==> config.mk <==
export PLATFORM = sky130hd
export DESIGN_NAME = tile_spawn_scheduler_flat
export DESIGN_NICKNAME = d
export VERILOG_FILES = /design/src/rtl/tile_spawn_scheduler_if.sv /design/src/rtl/tile_spawn_scheduler.sv /design/src/flat_wrapper.sv
export SDC_FILE = /design/constraint.sdc
export NUM_CORES = 1
export LEC_CHECK = 0
export ABC_AREA = 1
export BUFFER_PORTS_ARGS = -buffer_cell sky130_fd_sc_hd__buf_2
export CAP_MARGIN = 15
export CORE_MARGIN = 2
export CORE_UTILIZATION = 58
export CTS_CLUSTER_DIAMETER = 80
export DETAILED_ROUTE_END_ITERATION = 8
export HOLD_SLACK_MARGIN = 0.15
export PLACE_DENSITY_LB_ADDON = 0.3
export SLEW_MARGIN = 20
export SYNTH_ARGS = -nofsm -noshare
export SYNTH_HDL_FRONTEND = slang
export SYNTH_SLANG_ARGS = --single-unit
==> constraint.sdc <==
create_clock -name clk -period 5.8 [get_ports clk]
set_clock_uncertainty 0.2 [all_clocks]
set_input_delay 0 -clock clk [delete_from_list [all_inputs] [get_ports clk]]
set_output_delay 0 -clock clk [all_outputs]
set_load 0.005 [all_outputs]
==> src/rtl/tile_spawn_scheduler_if.sv <==
`default_nettype none
// ============================================================================
// tile_spawn_scheduler_if : level control, spawn handshake and status bundle
// Revision : 1.0
// ============================================================================
interface tile_spawn_scheduler_if #(
  parameter int NUM_TILES = 8
);
  logic                 levelGo;
  logic                 oneTensSec;
  logic [NUM_TILES-1:0] spawnReq;
  logic [NUM_TILES-1:0] tileExceed;
  logic [NUM_TILES-1:0] spawnGrant;
  logic                 startofLevel;
  logic                 endLevel;
  logic [4:0]           activeCount;
  logic [11:0]          levelTimeLeft;
  logic [7:0]           passedCount;
  logic                 levelDone;

  modport master (
    output levelGo, oneTensSec, spawnReq, tileExceed,
    input  spawnGrant, startofLevel, endLevel, activeCount,
           levelTimeLeft, passedCount, levelDone
  );

  modport slave (
    input  levelGo, oneTensSec, spawnReq, tileExceed,
    output spawnGrant, startofLevel, endLevel, activeCount,
           levelTimeLeft, passedCount, levelDone
  );
endinterface
`default_nettype wire

==> src/rtl/tile_spawn_scheduler.sv <==
`default_nettype none
// ============================================================================
// tile_spawn_scheduler : level sequencer with round-robin, rate-limited spawns
// Revision : 1.0
// ============================================================================
module tile_spawn_scheduler #(
  parameter int NUM_TILES    = 8,
  parameter int MAX_ACTIVE   = 3,
  parameter int LEVEL_TENTHS = 600,
  parameter int GAP_TENTHS   = 5
) (
  input wire clk,
  input wire reset,
  tile_spawn_scheduler_if.slave bus
);
  localparam int PW = (NUM_TILES > 1) ? $clog2(NUM_TILES) : 1;

  localparam logic [2:0] S_IDLE  = 3'd0;
  localparam logic [2:0] S_START = 3'd1;
  localparam logic [2:0] S_RUN   = 3'd2;
  localparam logic [2:0] S_END   = 3'd3;
  localparam logic [2:0] S_DONE  = 3'd4;

  localparam logic [4:0]  c_MAX_ACTIVE = 5'(MAX_ACTIVE);
  localparam logic [11:0] c_LEVEL      = 12'(LEVEL_TENTHS);
  localparam logic [7:0]  c_GAP        = 8'(GAP_TENTHS);
  localparam logic [PW:0] c_N          = (PW+1)'(NUM_TILES);
  localparam logic [PW-1:0] c_LAST     = PW'(NUM_TILES - 1);

  logic [2:0]           r_state;
  logic [NUM_TILES-1:0] r_active;
  logic [NUM_TILES-1:0] r_grant;
  logic [PW-1:0]        r_ptr;
  logic [7:0]           r_gap;
  logic [7:0]           r_passed;
  logic [11:0]          r_time;
  logic [4:0]           r_count;
  logic                 r_start;
  logic                 r_end;
  logic                 r_done;

  logic [NUM_TILES-1:0]   w_cand;
  logic [2*NUM_TILES-1:0] w_dbl;
  logic [NUM_TILES-1:0]   w_rot;
  logic [NUM_TILES-1:0]   w_grant_vec;
  logic [NUM_TILES-1:0]   w_active_next;
  logic [NUM_TILES-1:0]   w_hits;
  logic [PW-1:0]          w_off;
  logic [PW:0]            w_sum;
  logic [PW-1:0]          w_pick;
  logic [PW-1:0]          w_ptr_next;
  logic                   w_found;
  logic                   w_grant_ok;
  logic [4:0]             w_count_next;
  logic [4:0]             w_hit_cnt;
  logic [8:0]             w_passed_sum;
  logic [7:0]             w_passed_next;
  logic                   w_expire;

  // Rotate candidates so the RR pointer lands on bit 0, then take the lowest set bit.
  always_comb begin
    w_cand  = bus.spawnReq & ~r_active;
    w_dbl   = {w_cand, w_cand} >> r_ptr;
    w_rot   = w_dbl[NUM_TILES-1:0];
    w_found = 1'b0;
    w_off   = '0;
    for (int k = 0; k < NUM_TILES; k++) begin
      if (!w_found && w_rot[k]) begin
        w_found = 1'b1;
        w_off   = PW'(k);
      end
    end
    w_sum      = {1'b0, r_ptr} + {1'b0, w_off};
    w_pick     = (w_sum >= c_N) ? PW'(w_sum - c_N) : w_sum[PW-1:0];
    w_ptr_next = (w_pick == c_LAST) ? '0 : w_pick + PW'(1);
    w_grant_ok = (r_state == S_RUN) && (r_count < c_MAX_ACTIVE) &&
                 (r_gap == 8'd0) && w_found;
    w_grant_vec = w_grant_ok ? (NUM_TILES'(1) << w_pick) : '0;
  end

  always_comb begin
    w_hits        = bus.tileExceed & r_active;
    w_hit_cnt     = 5'($countones(w_hits));
    w_active_next = (r_active & ~bus.tileExceed) | w_grant_vec;
    w_count_next  = 5'($countones(w_active_next));
    w_passed_sum  = {1'b0, r_passed} + {4'b0, w_hit_cnt};
    w_passed_next = w_passed_sum[8] ? 8'hFF : w_passed_sum[7:0];
    w_expire      = (r_time == 12'd0) || ((r_time == 12'd1) && bus.oneTensSec);
  end

  always_ff @(posedge clk or posedge reset) begin
    if (reset) begin
      r_state  <= S_IDLE;
      r_active <= '0;
      r_grant  <= '0;
      r_ptr    <= '0;
      r_gap    <= '0;
      r_passed <= '0;
      r_time   <= '0;
      r_count  <= '0;
      r_start  <= 1'b0;
      r_end    <= 1'b0;
      r_done   <= 1'b0;
    end else begin
      r_start  <= 1'b0;
      r_end    <= 1'b0;
      r_grant  <= w_grant_vec;
      r_active <= w_active_next;
      r_count  <= w_count_next;
      r_passed <= w_passed_next;
      if (w_grant_ok) begin
        r_gap <= c_GAP;
        r_ptr <= w_ptr_next;
      end else if (bus.oneTensSec && (r_gap != 8'd0)) begin
        r_gap <= r_gap - 8'd1;
      end

      case (r_state)
        S_IDLE, S_DONE: begin
          if (bus.levelGo) begin
            r_state  <= S_START;
            r_start  <= 1'b1;
            r_done   <= 1'b0;
            r_time   <= c_LEVEL;
            r_passed <= '0;
            r_active <= '0;
            r_count  <= '0;
            r_gap    <= '0;
            r_ptr    <= '0;
          end
        end
        S_START: r_state <= S_RUN;
        S_RUN: begin
          if (bus.oneTensSec && (r_time != 12'd0)) begin
            r_time <= r_time - 12'd1;
          end
          if (w_expire) begin
            r_state <= S_END;
            r_end   <= 1'b1;
          end
        end
        S_END: begin
          r_state  <= S_DONE;
          r_done   <= 1'b1;
          r_active <= '0;
          r_count  <= '0;
        end
        default: r_state <= S_IDLE;
      endcase
    end
  end

  assign bus.spawnGrant    = r_grant;
  assign bus.startofLevel  = r_start;
  assign bus.endLevel      = r_end;
  assign bus.activeCount   = r_count;
  assign bus.levelTimeLeft = r_time;
  assign bus.passedCount   = r_passed;
  assign bus.levelDone     = r_done;
endmodule
`default_nettype wire
==> src/flat_wrapper.sv <==
// flat-port wrapper written by rule: the top's interface ports become plain ports
module tile_spawn_scheduler_flat 
#(
  parameter int NUM_TILES    = 8,
  parameter int MAX_ACTIVE   = 3,
  parameter int LEVEL_TENTHS = 600,
  parameter int GAP_TENTHS   = 5
)
  (clk, reset, bus_levelGo, bus_oneTensSec, bus_spawnReq, bus_tileExceed, bus_spawnGrant, bus_startofLevel, bus_endLevel, bus_activeCount, bus_levelTimeLeft, bus_passedCount, bus_levelDone);
  tile_spawn_scheduler_if #(.NUM_TILES(NUM_TILES)) bus_i ();
  input wire clk;
  input wire reset;
  input wire logic [$bits(bus_i.levelGo)-1:0] bus_levelGo;
  input wire logic [$bits(bus_i.oneTensSec)-1:0] bus_oneTensSec;
  input wire logic [$bits(bus_i.spawnReq)-1:0] bus_spawnReq;
  input wire logic [$bits(bus_i.tileExceed)-1:0] bus_tileExceed;
  output wire logic [$bits(bus_i.spawnGrant)-1:0] bus_spawnGrant;
  output wire logic [$bits(bus_i.startofLevel)-1:0] bus_startofLevel;
  output wire logic [$bits(bus_i.endLevel)-1:0] bus_endLevel;
  output wire logic [$bits(bus_i.activeCount)-1:0] bus_activeCount;
  output wire logic [$bits(bus_i.levelTimeLeft)-1:0] bus_levelTimeLeft;
  output wire logic [$bits(bus_i.passedCount)-1:0] bus_passedCount;
  output wire logic [$bits(bus_i.levelDone)-1:0] bus_levelDone;
  assign bus_i.levelGo = bus_levelGo;
  assign bus_i.oneTensSec = bus_oneTensSec;
  assign bus_i.spawnReq = bus_spawnReq;
  assign bus_i.tileExceed = bus_tileExceed;
  assign bus_spawnGrant = bus_i.spawnGrant;
  assign bus_startofLevel = bus_i.startofLevel;
  assign bus_endLevel = bus_i.endLevel;
  assign bus_activeCount = bus_i.activeCount;
  assign bus_levelTimeLeft = bus_i.levelTimeLeft;
  assign bus_passedCount = bus_i.passedCount;
  assign bus_levelDone = bus_i.levelDone;
  tile_spawn_scheduler #(.NUM_TILES(NUM_TILES), .MAX_ACTIVE(MAX_ACTIVE), .LEVEL_TENTHS(LEVEL_TENTHS), .GAP_TENTHS(GAP_TENTHS)) u_core (.clk(clk), .reset(reset), .bus(bus_i));
endmodule
## Yosys cells after proc, flatten, opt, wreduce, memory -nomap -nowiden

Cells that the tools add are included.

- Add/sub/neg operators: 20
- $lt $le $gt $ge: 2
- Eq/ne operators: 9
- Shift-type cells: 2
- Mux-type cells: 44
- Bitwise logic cells: 6
- Reductions and logical operators: 32

Operator list:

| cell | number |
|---|---|
| 8-bit 2-to-1 mux | 9 |
| 3-bit 2-to-1 mux | 11 |
| 5-bit adder | 6 |
| 8-bit AND | 3 |
| 12-bit 2-to-1 mux | 2 |
| 12-bit one-hot mux with 2 select lines | 1 |
| 1-bit by 1-bit adder with 2-bit output | 8 |
| 8-bit NOT | 2 |
| 8-bit one-hot mux with 2 select lines | 1 |
| 16-bit by 3-bit >> shifter with 8-bit output | 1 |
| 1-bit 2-to-1 mux | 14 |
| 1-bit logical AND | 13 |
| 12-bit by 1-bit == test with 1-bit output, second input constant | 1 |
| 12-bit logical NOT | 1 |
| 3-bit one-hot mux with 4 select lines | 1 |
| 12-bit nonzero test | 1 |
| 12-bit by 1-bit subtractor with 12-bit output, second input constant | 1 |
| 5-bit one-hot mux with 2 select lines | 1 |
| 8-bit by 5-bit adder with 9-bit output | 1 |
| 8-bit logical NOT | 1 |
| 8-bit bitwise OR | 1 |
| 8-bit nonzero test | 1 |
| 1-bit by 3-bit left shift with 8-bit output, first input constant | 1 |
| 8-bit by 1-bit subtractor with 8-bit output, second input constant | 1 |
| other kinds (20) | 32 |

- Register bits: 58
- Input port bits: 20
- Output and inout port bits: 36
- Word-level logic and storage cells: 126

## Longest topological paths before layout

- Depth after elaboration: 36
- Depth in mapped cells: 31
- Gate-level depth less buffers: 30

## Least setup slack after synthesis

OpenSTA, ideal clock, no wires.

- Path kind: register to register
- From: register u_core.r_ptr[1]
- To: register u_core.r_count[2] (netlist: u_core.bus.activeCount[2])
- Setup time: 75 ps
- Arrival time: 4918 ps
- Data required time: 5525 ps
- Slack: 607 ps
- Cell stages (with the launch flop): 30
- Buffers on the path: 1
- Period minus slack after synthesis: 5193 ps
- Path through: dfrtp_1 buf_6 inv_2 nand3_1 nand3_1 nand2_1 nor2_4 nand2_4 nor3_1 nand2_1 o221ai_1 ha_1 inv_1 fa_1 xor2_1 inv_1 nand3_1 nand2_2 ha_1 inv_1 o22ai_4 ha_1 inv_1 fa_1 inv_1 fa_1 ha_1 fa_1 inv_1 nor2_1

- Cells in the longest elaborated chain, start to end: 34
- Elaborated cells on any way between the ends: 47
- Classes of those cells: add/sub: 9; order compare: 1; shift: 2; mux: 19; bitwise: 1; reduce/logical: 15

Ends and longest elaborated chain:

| element | RTL line | text |
|---|---|---|
| from (decl) | tile_spawn_scheduler.sv:33 | `logic [PW-1:0] r_ptr;` |
| from (signal assigned) | tile_spawn_scheduler.sv:113 | `r_ptr <= w_ptr_next;` |
| 16-bit by 3-bit >> shifter with 8-bit output | tile_spawn_scheduler.sv:63 | `w_dbl = {w_cand, w_cand} >> r_ptr;` |
| 1-bit 2-to-1 mux | tile_spawn_scheduler.sv:68 | `if (!w_found && w_rot[k]) begin` |
| 1-bit logical NOT | tile_spawn_scheduler.sv:68 |  |
| 1-bit logical AND | tile_spawn_scheduler.sv:68 |  |
| 1-bit 2-to-1 mux | tile_spawn_scheduler.sv:68 |  |
| 1-bit logical NOT | tile_spawn_scheduler.sv:68 |  |
| 1-bit logical AND | tile_spawn_scheduler.sv:68 |  |
| 1-bit 2-to-1 mux | tile_spawn_scheduler.sv:68 |  |
| (+18 left out) | - |  |
| 1-bit by 3-bit left shift with 8-bit output | tile_spawn_scheduler.sv:78 | `w_grant_vec = w_grant_ok ? (NUM_TILES'(1) << w_pick) : '0;` |
| 8-bit 2-to-1 mux (*) | tile_spawn_scheduler.sv:78 |  |
| 8-bit bitwise OR (*) | tile_spawn_scheduler.sv:84 | `w_active_next = (r_active & ~bus.tileExceed) \| w_grant_vec;` |
| 1-bit by 1-bit adder with 2-bit output (implied by the code) | tile_spawn_scheduler.sv:85 | `w_count_next = 5'($countones(w_active_next));` |
| 5-bit adder (implied by the code) | tile_spawn_scheduler.sv:85 |  |
| 5-bit adder (implied by the code) (*) | tile_spawn_scheduler.sv:85 |  |
| 5-bit 2-to-1 mux | tile_spawn_scheduler.sv:120 | `if (bus.levelGo) begin` |
| 5-bit one-hot mux with 2 select lines (*) | tile_spawn_scheduler.sv:118 | `case (r_state)` |
| to (signal assigned) | tile_spawn_scheduler.sv:109 | `r_count <= w_count_next;` |
| to (decl) | tile_spawn_scheduler.sv:37 | `logic [4:0] r_count;` |

Every way passes the cells marked *; elsewhere a longest branch is shown, timed or not.
A chain may end at the register's enable or synchronous reset.

## Worst setup path in the final report

- From: register u_core.r_ptr[0]
- To: register u_core.r_count[2] (netlist: u_core.bus.activeCount[2])

Same word-level chain as after synthesis.

==> flow_metrics.py <==
metrics = {
    "outcome": {
        "outcome": "finished, final reports clean",
    },
    "critical_path": {
        "ff2ff_path_depth": 27,
        "regToRegStartpoint": "u_core.r_ptr[0]",
        "cp-end-kind": "register",
        "startpoint_type": "register",
        "timing.rr.end": "u_core.bus.activeCount[2]",
        "critical_path_class": "reg2reg",
        "critPathMaxFanout": 6,
        "critPathMostFrequentCell": "inv_1",
        "max_stage_delay_ps": 570,
        "reg2reg_slack_ps": 270,
        "timing.critical_path.arrival_ps": 5600,
        "worst_path_max_delay_cell": "fa_2",
        "critical_path_data_required_time_ps": 5870,
    },
    "global_route": {
        "grt_remaining_overflow": 0,
        "grt_pass1_wl_um": 14300,
        "pin_count_of_the_biggest_net_entering_global_routing": 58,
        "number_of_global_route_vias_before_repair": 3289,
        "grt_use_total_pct": 25.3,
        "initial_antenna_violation_count": 0,
    },
    "place": {
        "preCtsSetupSlack_ps": 126,
        "numPortBuffers": 54,
        "dp_hpwl_um": 6450,
        "globalplace.congestion": 0.920,
    },
    "routing": {
        "met2RoutedLength_um": 4220,
        "detail_route.first_pass.iterations": 5,
        "top_metal_used": "met4",
        "avgViaCountPerCell": 5.35,
        "ant_nets": 0,
        "post_route_drc": 0,
        "drt-met1-wl_um": 3710,
        "avgRoutedWirePerCell_um": 13.9,
        "initial_detailed_routing_violation_count": 287,
        "detailroute.via_count": 3352,
        "detailroute.wirelength.met3_um": 469,
        "totalWireLength_um": 8670,
    },
    "power_and_ir_drop": {
        "power.total_mw": 1.85,
        "power_frac_clock_pct": 18.9,
        "irDropWorstVdd_mv": 0.392,
        "power_switching_share_pct": 44.8,
        "power.static_leakage_nw": 2.59,
        "internal-power_mw": 1.02,
        "power.share.combinational_pct": 51.9,
        "power_per_cell_area_nw_per_um2": 408,
        "sequential_power_share_pct": 29.2,
        "switching_power_uw": 829,
    },
    "finish": {
        "layout_commonest_cell": "inv_1",
        "antenna_diode_instance_count": 0,
        "total_of_fill_cells_in_the_finished_design": 470,
        "design.final.nets": 601,
        "utilization_pct": 71.4,
        "multi_input_area_um2": 2020,
        "layout_common_cells": "inv_1 (87), nand2_1 (64), nor2_1 (55), buf_2 (55), dfrtp_1 (55)",
        "ff_latch_area_um2": 1430,
        "area_growth_syn_to_layout_pct": 18.7,
        "final_layout_size_suffix_gt1_share_pct": 23.1,
    },
    "timing": {
        "worst_slew_pin_slew_ps": 703,
        "finalCritPeriodShare_pct": 95.3,
        "timing.hold.ws_ps": 197,
        "fmaxAchievable_mhz": 181,
        "final_number_of_setup_violating_endpoints": 0,
        "final_critical_delay_including_setup_and_external_delays_ps": 5530,
        "timing.max_slew.rel_slack_pct": 53.1,
        "final-max-slew-violation-count": 0,
        "final_critical_path_setup_slack_ps": 270,
        "report.final.hold_viol_count": 0,
    },
    "synthesis": {
        "avgSynthCellArea_um2": 8.18,
        "synth_cell_types": 44,
        "synth-edff-count": 0,
        "yosys_register_bits": 57,
        "most_instantiated_flip_flop_cell_in_the_synthesis_netlist": "dfrtp_1",
        "synth.yosys.seq_area_share_pct": 37.3,
        "synth.yosys.warnings": 0,
        "post_synth_instance_area_um2": 3820,
        "synthCells": 467,
        "synth-async-reset-ratio_pct": 100,
        "syn-num-nets": 523,
    },
    "run": {
        "cap_viol_max_count": 0,
    },
    "cts": {
        "cts.sink_count": 57,
        "clk_pin_slew_worst_paths_ps": 70,
        "max-clock-path-buffers": 2,
        "cts_max_level": 3,
        "cts_tree": "done",
        "clock_tree.root_cell": "clkbuf_8",
        "worstSkewPairLatency_ps": 340,
        "cts_inserted_buffers": 9,
    },
    "worst_hold_path": {
        "min_path_type": "in2async",
    },
    "floorplan": {
        "die_area_um2": 7250,
        "die_width_um": 85.2,
        "initial_core_util_pct": 60.2,
        "io-pin-count": 56,
        "core_rows": 29,
        "core-area_um2": 6350,
        "dieHeight_um": 85.2,
    },
}
==> worst max-delay path by stage <==
stage          cells past startpoint                   endpoint            start  slack, ps
2_1_floorplan                     29  u_core.bus.activeCount[2]  u_core.r_ptr[1]        610
3_3_place_gp                      29  u_core.bus.activeCount[2]  u_core.r_ptr[0]        300
3_5_place_dp                      29  u_core.bus.activeCount[2]  u_core.r_ptr[0]        130
4_1_cts                           29  u_core.bus.activeCount[2]  u_core.r_ptr[0]        120
5_1_grt                           27  u_core.bus.activeCount[2]  u_core.r_ptr[0]        -40
6_report                          27  u_core.bus.activeCount[2]  u_core.r_ptr[0]        270
==> cell type report <==
| type | instances | share of cell area (%) |
|---|---|---|
| Sequential cell | 57 | 31.5 |
| Timing Repair Buffer | 75 | 9.99 |
| Multi-Input combinational cell | 307 | 44.5 |
| Clock buffer | 11 | 2.90 |
| Tap cell | 77 | 2.12 |
| Inverter | 95 | 7.97 |
| Clock inverter | 4 | 0.993 |
==> flip-flops by register name, indices dropped and copies added, names as in the netlist <==
register / count
u_core.bus.levelTimeLeft: 12
u_core.bus.levelDone: 1
u_core.r_gap: 8
u_core.bus.endLevel: 1
u_core.bus.startofLevel: 1
u_core.r_active: 8
u_core.r_state: 3
u_core.bus.activeCount: 4
u_core.bus.spawnGrant: 8
u_core.r_ptr: 3
u_core.bus.passedCount: 8
==> metrics by stage <==
| stage | cell area [µm²] | TNS (ps) | std cells |
|---|---|---|---|
| floorplan | 3820 | 0 | 467 |
| finish | 4540 | 0 | 626 |
| CTS | 4420 | 0 | 617 |
| global placement | 4140 | 0 | 591 |
| detailed placement | 4140 | 0 | 591 |
| global route | 4540 | -41.0 | 626 |
==> power by group through the flow <==
stage | logic, mW | registers, mW | clock network, mW
CTS | 0.842 | 0.543 | 0.355
global placement | 0.792 | 0.545 | 0
global route | 1.07 | 0.550 | 0.373
floorplan | 0.667 | 0.525 | 0
finish | 0.960 | 0.541 | 0.350
detailed placement | 0.830 | 0.550 | 0
==> worst max-delay path: cells and delay by family, from the launching register on <==
family	cells	cell delay [ps]
flops	1	450
buf+inv	7	560
fa+ha+maj	9	3000
simple gates	9	1020
compound gates	2	210
==> metal layers <==
| layer | global-route usage (%) | vias to the layer above |
|---|---|---|
| li1 | - | 1638 |
| met1 | 30.8 | 1574 |
| met2 | 42.0 | 116 |
| met3 | 5.84 | 24 |
| met4 | 13.1 | 0 |
| met5 | 0 | - |
==> logic make-up after synthesis <==
family / after synthesis / synth area share [%]
compound gates: 47 / 7.86
other cells: 1 / 0.0981
buf+inv: 103 / 10.9
xor+xnor: 8 / 1.83
simple gates: 215 / 28.2
flops: 57 / 37.3
fa+ha+maj: 36 / 13.8
==> cell usage after synthesis (all sizes together) (5+ instances only) <==
cell type / n / area (µm²)
inv: 95 / 359
a21oi: 17 / 85.1
nand4: 5 / 46.3
or2: 6 / 42.5
nand2: 72 / 290
nor2: 64 / 287
fa: 10 / 200
nand3: 56 / 300
o21ai: 14 / 70.1
ha: 26 / 325
xor2: 7 / 61.3
dfrtp: 57 / 1430
buf: 6 / 51.3
==> what timing repair did <==
action	4_1_cts	5_1_grt
setup endpoints to repair	0	3
hold buffers	11	0
endpoints found under the hold margin	90	0
gates resized for setup	0	15
buffers inserted	0	9
Power figures use the tool's default switching activity.
